## config.mk

```make
export PLATFORM = sky130hd
export DESIGN_NAME = keycode_ctrl
export DESIGN_NICKNAME = d
export VERILOG_FILES = /design/src/rtl/keycode_ctrl.sv
export SDC_FILE = /design/constraint.sdc
export NUM_CORES = 1
export LEC_CHECK = 0
export ABC_AREA = 1
export CORE_UTILIZATION = 41
export DETAILED_ROUTE_END_ITERATION = 10
export PLACE_DENSITY_LB_ADDON = 0.15
export RECOVER_POWER = 100
export SYNTH_ARGS = -nofsm -noshare
export SYNTH_HDL_FRONTEND = slang
export SYNTH_SLANG_ARGS = --single-unit
```

## constraint.sdc

```tcl
create_clock -name clk_clk -period 1.8 [get_ports clk_clk]
set_input_delay 0.27 -clock clk_clk [delete_from_list [all_inputs] [get_ports clk_clk]]
set_output_delay 0.27 -clock clk_clk [all_outputs]
set_load 0.01 [all_outputs]
```

## src/rtl/keycode_ctrl.sv

```systemverilog
// -----------------------------------------------------------------------------
// keycode_ctrl
//   Turns the raw 8-bit USB HID keycode from the Nios/USB subsystem into
//   debounced, game-ready player controls for the Galaga game logic.
//   A keycode must hold steady before it is accepted. The accepted code is
//   decoded into move/fire/start/pause keys. Shots are rate-limited in video
//   frames, and a pause state is held.
//
// Parameters
//   STABLE_CYCLES  consecutive clocks a keycode must hold before acceptance
//   FIRE_COOLDOWN  frame_ticks that must elapse after a shot before the next
//
// Build option
//   KEYCODE_CTRL_AUTOFIRE_EN  when defined, holding Space fires repeatedly,
//                             once every time the cooldown expires. When not
//                             defined, each press gives exactly one shot.
//
// Ports
//   clk_clk        in   system clock
//   reset_reset_n  in   asynchronous active-low reset
//   keycode_in     in   raw HID keycode, 8'h00 = no key
//   frame_tick     in   one-clock pulse per video frame
//   move_left      out  level: left key held while the game is running
//   move_right     out  level: right key held while the game is running
//   fire_pulse     out  one-clock pulse: spawn a player missile
//   start_pulse    out  one-clock pulse: Enter pressed
//   paused         out  level: game paused
//   kc_stable      out  accepted (debounced) keycode, for debug display
// -----------------------------------------------------------------------------
module keycode_ctrl #(
    parameter int STABLE_CYCLES = 1000,
    parameter int FIRE_COOLDOWN = 8
) (
    input  logic       clk_clk,
    input  logic       reset_reset_n,
    input  logic [7:0] keycode_in,
    input  logic       frame_tick,
    output logic       move_left,
    output logic       move_right,
    output logic       fire_pulse,
    output logic       start_pulse,
    output logic       paused,
    output logic [7:0] kc_stable
);

    localparam int CNT_W = $clog2(STABLE_CYCLES + 1);
    localparam int CD_W  = $clog2(FIRE_COOLDOWN + 1);

    localparam logic [CNT_W-1:0] CNT_MAX = CNT_W'(STABLE_CYCLES);
    localparam logic [CD_W-1:0]  CD_LOAD = CD_W'(FIRE_COOLDOWN);

    localparam logic [7:0] KC_A     = 8'h04;
    localparam logic [7:0] KC_D     = 8'h07;
    localparam logic [7:0] KC_P     = 8'h13;
    localparam logic [7:0] KC_ENTER = 8'h28;
    localparam logic [7:0] KC_SPACE = 8'h2C;
    localparam logic [7:0] KC_RIGHT = 8'h4F;
    localparam logic [7:0] KC_LEFT  = 8'h50;

    // Key decode helpers. There is only one keycode, so at most one is true.
    function automatic logic is_left(input logic [7:0] kc);
        return (kc == KC_A) || (kc == KC_LEFT);
    endfunction

    function automatic logic is_right(input logic [7:0] kc);
        return (kc == KC_D) || (kc == KC_RIGHT);
    endfunction

    // Filter state
    logic [7:0]       kc_q_r;
    logic [CNT_W-1:0] cnt_r;
    logic [7:0]       kc_stable_r;

    // Edge-detect and control state
    logic             fire_q_r;
    logic             pause_q_r;
    logic             start_q_r;
    logic             paused_r;
    logic [CD_W-1:0]  cooldown_r;

    // Registered outputs
    logic             move_left_r;
    logic             move_right_r;
    logic             fire_pulse_r;
    logic             start_pulse_r;

    // Decode results
    logic             left_s;
    logic             right_s;
    logic             fire_s;
    logic             pause_s;
    logic             start_s;
    logic             shot_s;

    // Debounce filter: a keycode is accepted only after it has held long enough.
    always_ff @(posedge clk_clk or negedge reset_reset_n) begin
        if (!reset_reset_n) begin
            kc_q_r      <= 8'h00;
            cnt_r       <= '0;
            kc_stable_r <= 8'h00;
        end else begin
            kc_q_r <= keycode_in;
            if (keycode_in != kc_q_r) begin
                cnt_r <= '0;
            end else if (cnt_r != CNT_MAX) begin
                cnt_r <= cnt_r + CNT_W'(1);
            end
            if (cnt_r == CNT_MAX) begin
                kc_stable_r <= kc_q_r;
            end
        end
    end

    // Key decode from the accepted keycode, plus the shot condition.
    always_comb begin
        left_s  = is_left(kc_stable_r);
        right_s = is_right(kc_stable_r);
        fire_s  = (kc_stable_r == KC_SPACE);
        pause_s = (kc_stable_r == KC_P);
        start_s = (kc_stable_r == KC_ENTER);
`ifdef KEYCODE_CTRL_AUTOFIRE_EN
        // Level-sensitive: a held key re-fires whenever the cooldown reaches zero.
        shot_s  = fire_s;
`else
        // Edge-sensitive: one shot per press, however long the key is held.
        shot_s  = fire_s & ~fire_q_r;
`endif
    end

    // Player controls: edge tracking, pause toggle, movement, start and rate-limited fire.
    always_ff @(posedge clk_clk or negedge reset_reset_n) begin
        if (!reset_reset_n) begin
            fire_q_r      <= 1'b0;
            pause_q_r     <= 1'b0;
            start_q_r     <= 1'b0;
            paused_r      <= 1'b0;
            cooldown_r    <= '0;
            move_left_r   <= 1'b0;
            move_right_r  <= 1'b0;
            fire_pulse_r  <= 1'b0;
            start_pulse_r <= 1'b0;
        end else begin
            // Edges are tracked even while paused, so a key held across
            // pause/unpause is not seen as a fresh press.
            fire_q_r  <= fire_s;
            pause_q_r <= pause_s;
            start_q_r <= start_s;

            // Gating uses the registered pause, so a toggle takes effect on the next edge.
            move_left_r   <= left_s & ~paused_r;
            move_right_r  <= right_s & ~paused_r;
            start_pulse_r <= start_s & ~start_q_r;

            if (pause_s && !pause_q_r) begin
                paused_r <= ~paused_r;
            end

            // The cooldown is frozen while paused. A press during the cooldown is dropped.
            // The shot test uses the registered cooldown, so nothing fires on the
            // edge where the count reaches zero.
            if (!paused_r) begin
                if (shot_s && (cooldown_r == '0)) begin
                    fire_pulse_r <= 1'b1;
                    cooldown_r   <= CD_LOAD;
                end else begin
                    fire_pulse_r <= 1'b0;
                    if (frame_tick && (cooldown_r != '0)) begin
                        cooldown_r <= cooldown_r - CD_W'(1);
                    end
                end
            end else begin
                fire_pulse_r <= 1'b0;
            end
        end
    end

    assign move_left   = move_left_r;
    assign move_right  = move_right_r;
    assign fire_pulse  = fire_pulse_r;
    assign start_pulse = start_pulse_r;
    assign paused      = paused_r;
    assign kc_stable   = kc_stable_r;

endmodule

```

==> metrics <==
Buffers on Ports 23; number of global-route vias before repair 1394; largest family of logic cells by synthesized area simple AND/OR/NAND/NOR gates; multi-input combinational cell area 756 sq um; pre-CTS WS 0.182 ns; fin nets 263; CP Capture Point kc_stable[2]; R2R cell count 9; core region area 4350 sq um; drt via density 4.66; initial core utilization 42.5%; share of layout cells above drive strength 1 10.5%; register area 951 sq um; Worst Setup Path Type reg -> out; delay of the slowest cell on the worst path 0.62 ns; initial antenna violation count 0; Setup crit start kc_stable[2]$_DFFE_PN0N_; Via Count 1394; Yosys cell types 23; CTS sink cnt 38; PD cells 780 nW/um^2; Rows 24; clock power share 32.7%; Total GRT Usage 16.0%; PnR worst setup slack 0.196 ns; remaining global-route overflow 0; Peak Freq 623 MHz; IO Pins 24; startpoint types flip-flop; combinational fraction of design power 13.0%; diode count 0; Pleak 0.00108 uW; pin count of the biggest net entering global routing 23; worst hold-check path type reg -> reg; flops & latches, synth 38; Placer Congestion 0.813; fillers 418; Post-Synth XOR/XNOR Area 4.26%; Layout Skew 0.00688 ns; Post-Synth Adder-Cell Area 2.70%; critical path cell sequence dlygate4sd3_1; Worst Path Required 1.53 ns; Worst Tran Pin Value 1.00 ns; Num CTS Buffers 5; Area Growth Syn to Fin 20.5%; Final Cycle Share 89.1%; Worst Path Arrival 1.33 ns; post-cts sizing count 0; clock root cell clkbuf_8; min cycle time layout 1.60 ns; launching point of the worst reg2reg path cnt_r[0]$_DFFE_PN0P_; Int Power 1300 uW; Die Height 69.2 um; CP max stage cell dlygate4sd3_1; unrepaired setup endpoints after global routing false; Final ANT Viol Nets 0; sequential share of power 54.3%; most common cell after layout, fill and taps aside nand2_1; Slew HR 33.2%; wire per inst 11.0 um; fraction of the mapped netlist area in compound gates 4.59%; max-cap violation count 0; Synthesized Nets 232; first-pass GRT wire length 6020 um; crit-path leading delay family buffers and inverters; Synth warnings 0; max-slew violation count 0; Post-Synth Simple-Gate Area 29.8%; post-synthesis mux area share 0%; CP Buf/Inv Count 1; Worst setup EP type output pin; Mapped Cells 217; setup slack, reg-to-reg 0.24 ns; most frequent cells in the layout nand2_1, dfrtp_1, nor2_1; final hold violation count 0; initial drt markers 71; HPWL Detailed 2530 um; sw frac 25.1%; CTS tree yes; sw power 438 uW; Routed WL 3280 um; count of final setup violators 0; H-tree Lvls 2; Syn Std Cell Area 1850 sq um; die width 69.2 um; DIE AREA 4790 sq um; Worst path depth 1; outcome finished, final reports clean; DRC viols 0; deepest clock path buffer count 2; syn_area_per_cell 8.53 sq um; crit path max fanout 5; post-synthesis sequential area ratio 51.4%; worst flop-to-flop path endpoint cnt_r[1]$_DFFE_PN0P_; Worst-Skew Late Latency 0.29 ns; maximum vdd drop 0.372 mV; Clk pin slew, worst setup/hold paths 0.07 ns; Setup TNS Final 0 ns; iteration count of the initial detailed-routing pass 4
## power groups by stage
stage	Sequential, uW	Clock (uW)	Combinational [uW]
global placement	963	0	225
global route	953	627	271
detailed placement	963	0	234
floorplan	954	0	155
finish	946	570	226
CTS	946	600	236
## layer usage
layer | vias to the layer above | wire [um] | part of all wire [%] | global-route usage, %
li1 | 726 | - | - | -
met1 | 642 | 1540 | 47 | 19.5
met2 | 20 | 1580 | 48 | 26.9
met3 | 6 | 107 | 3.3 | 4.36
met4 | 0 | 54 | 1.6 | 6.12
met5 | - | 0 | 0 | 0
## Yosys cell counts (all sizes together)
master | number | area, sq um
dfrtp | 38 | 951
o21bai | 1 | 7.51
nand3 | 12 | 72.6
xnor2 | 5 | 43.8
ha | 4 | 50.1
buf | 1 | 11.3
nand3b | 2 | 15.0
inv | 33 | 124
nor3 | 3 | 15.0
or2 | 2 | 12.5
o21ai | 3 | 15.0
a21oi | 8 | 62.6
nand2 | 58 | 223
nand4 | 5 | 31.3
nor2 | 38 | 183
xor2 | 4 | 35.0
## worst min-delay path by stage
stage | startpoint | end | slack, ns | cells after the start
after floorplan | reset_reset_n | cnt_r[0]$_DFFE_PN0P_ | -0.03 | 0
after global placement | reset_reset_n | start_pulse$_DFF_PN0_ | 0.23 | 1
after detailed placement | reset_reset_n | start_pulse$_DFF_PN0_ | 0.23 | 1
after CTS | start_q_r$_DFF_PN0_ | start_pulse$_DFF_PN0_ | 0.42 | 1
after global routing | start_q_r$_DFF_PN0_ | start_pulse$_DFF_PN0_ | 0.43 | 1
final | start_q_r$_DFF_PN0_ | start_pulse$_DFF_PN0_ | 0.41 | 1
## sequential cells by signal, indices dropped and copies added, names as in the netlist
name / flops
fire_pulse: 1
pause_q_r: 1
cooldown_r: 4
paused: 1
move_left: 1
cnt_r: 10
fire_q_r: 1
start_q_r: 1
start_pulse: 1
move_right: 1
kc_q_r: 8
kc_stable: 8
## layout make-up
type                       count  area share, %
sequential                    38           42.6
multi-input combinational    145           33.9
timing repair buffer          25           11.4
inverter                      33           5.55
clock buffer                   6           3.70
tap                           52           2.91
## timing repair
item / CTS / global route
hold buffers: 1 / 0
setup buffers: 0 / 0
hold endpoints to repair: 16 / 0
## per-stage QoR
stage	total power (uW)	cell area (sq um)	cells	util, %	hold slack [ns]
after floorplan	1110	1850	217	-	-0.0256
after global placement	1190	2150	292	49.4	0.227
after detailed placement	1200	2150	292	49.4	0.231
after CTS	1780	2240	299	51.5	0.416
after global routing	1850	2230	299	51.3	0.435
final	1740	2230	299	51.3	0.410
## logic make-up (layout without fill, tap and decap cells)
| logic type | after synthesis | after routing |
|---|---|---|
| xor gates and xnor gates | 9 | 9 |
| buffers and inverters | 34 | 64 |
| AOI/OAI and AO/OA | 12 | 12 |
| adders and majority gates | 4 | 4 |
| and+or+nand+nor | 120 | 120 |
| DFF | 38 | 38 |
Note: power is estimated with default switching activity, not from simulation.
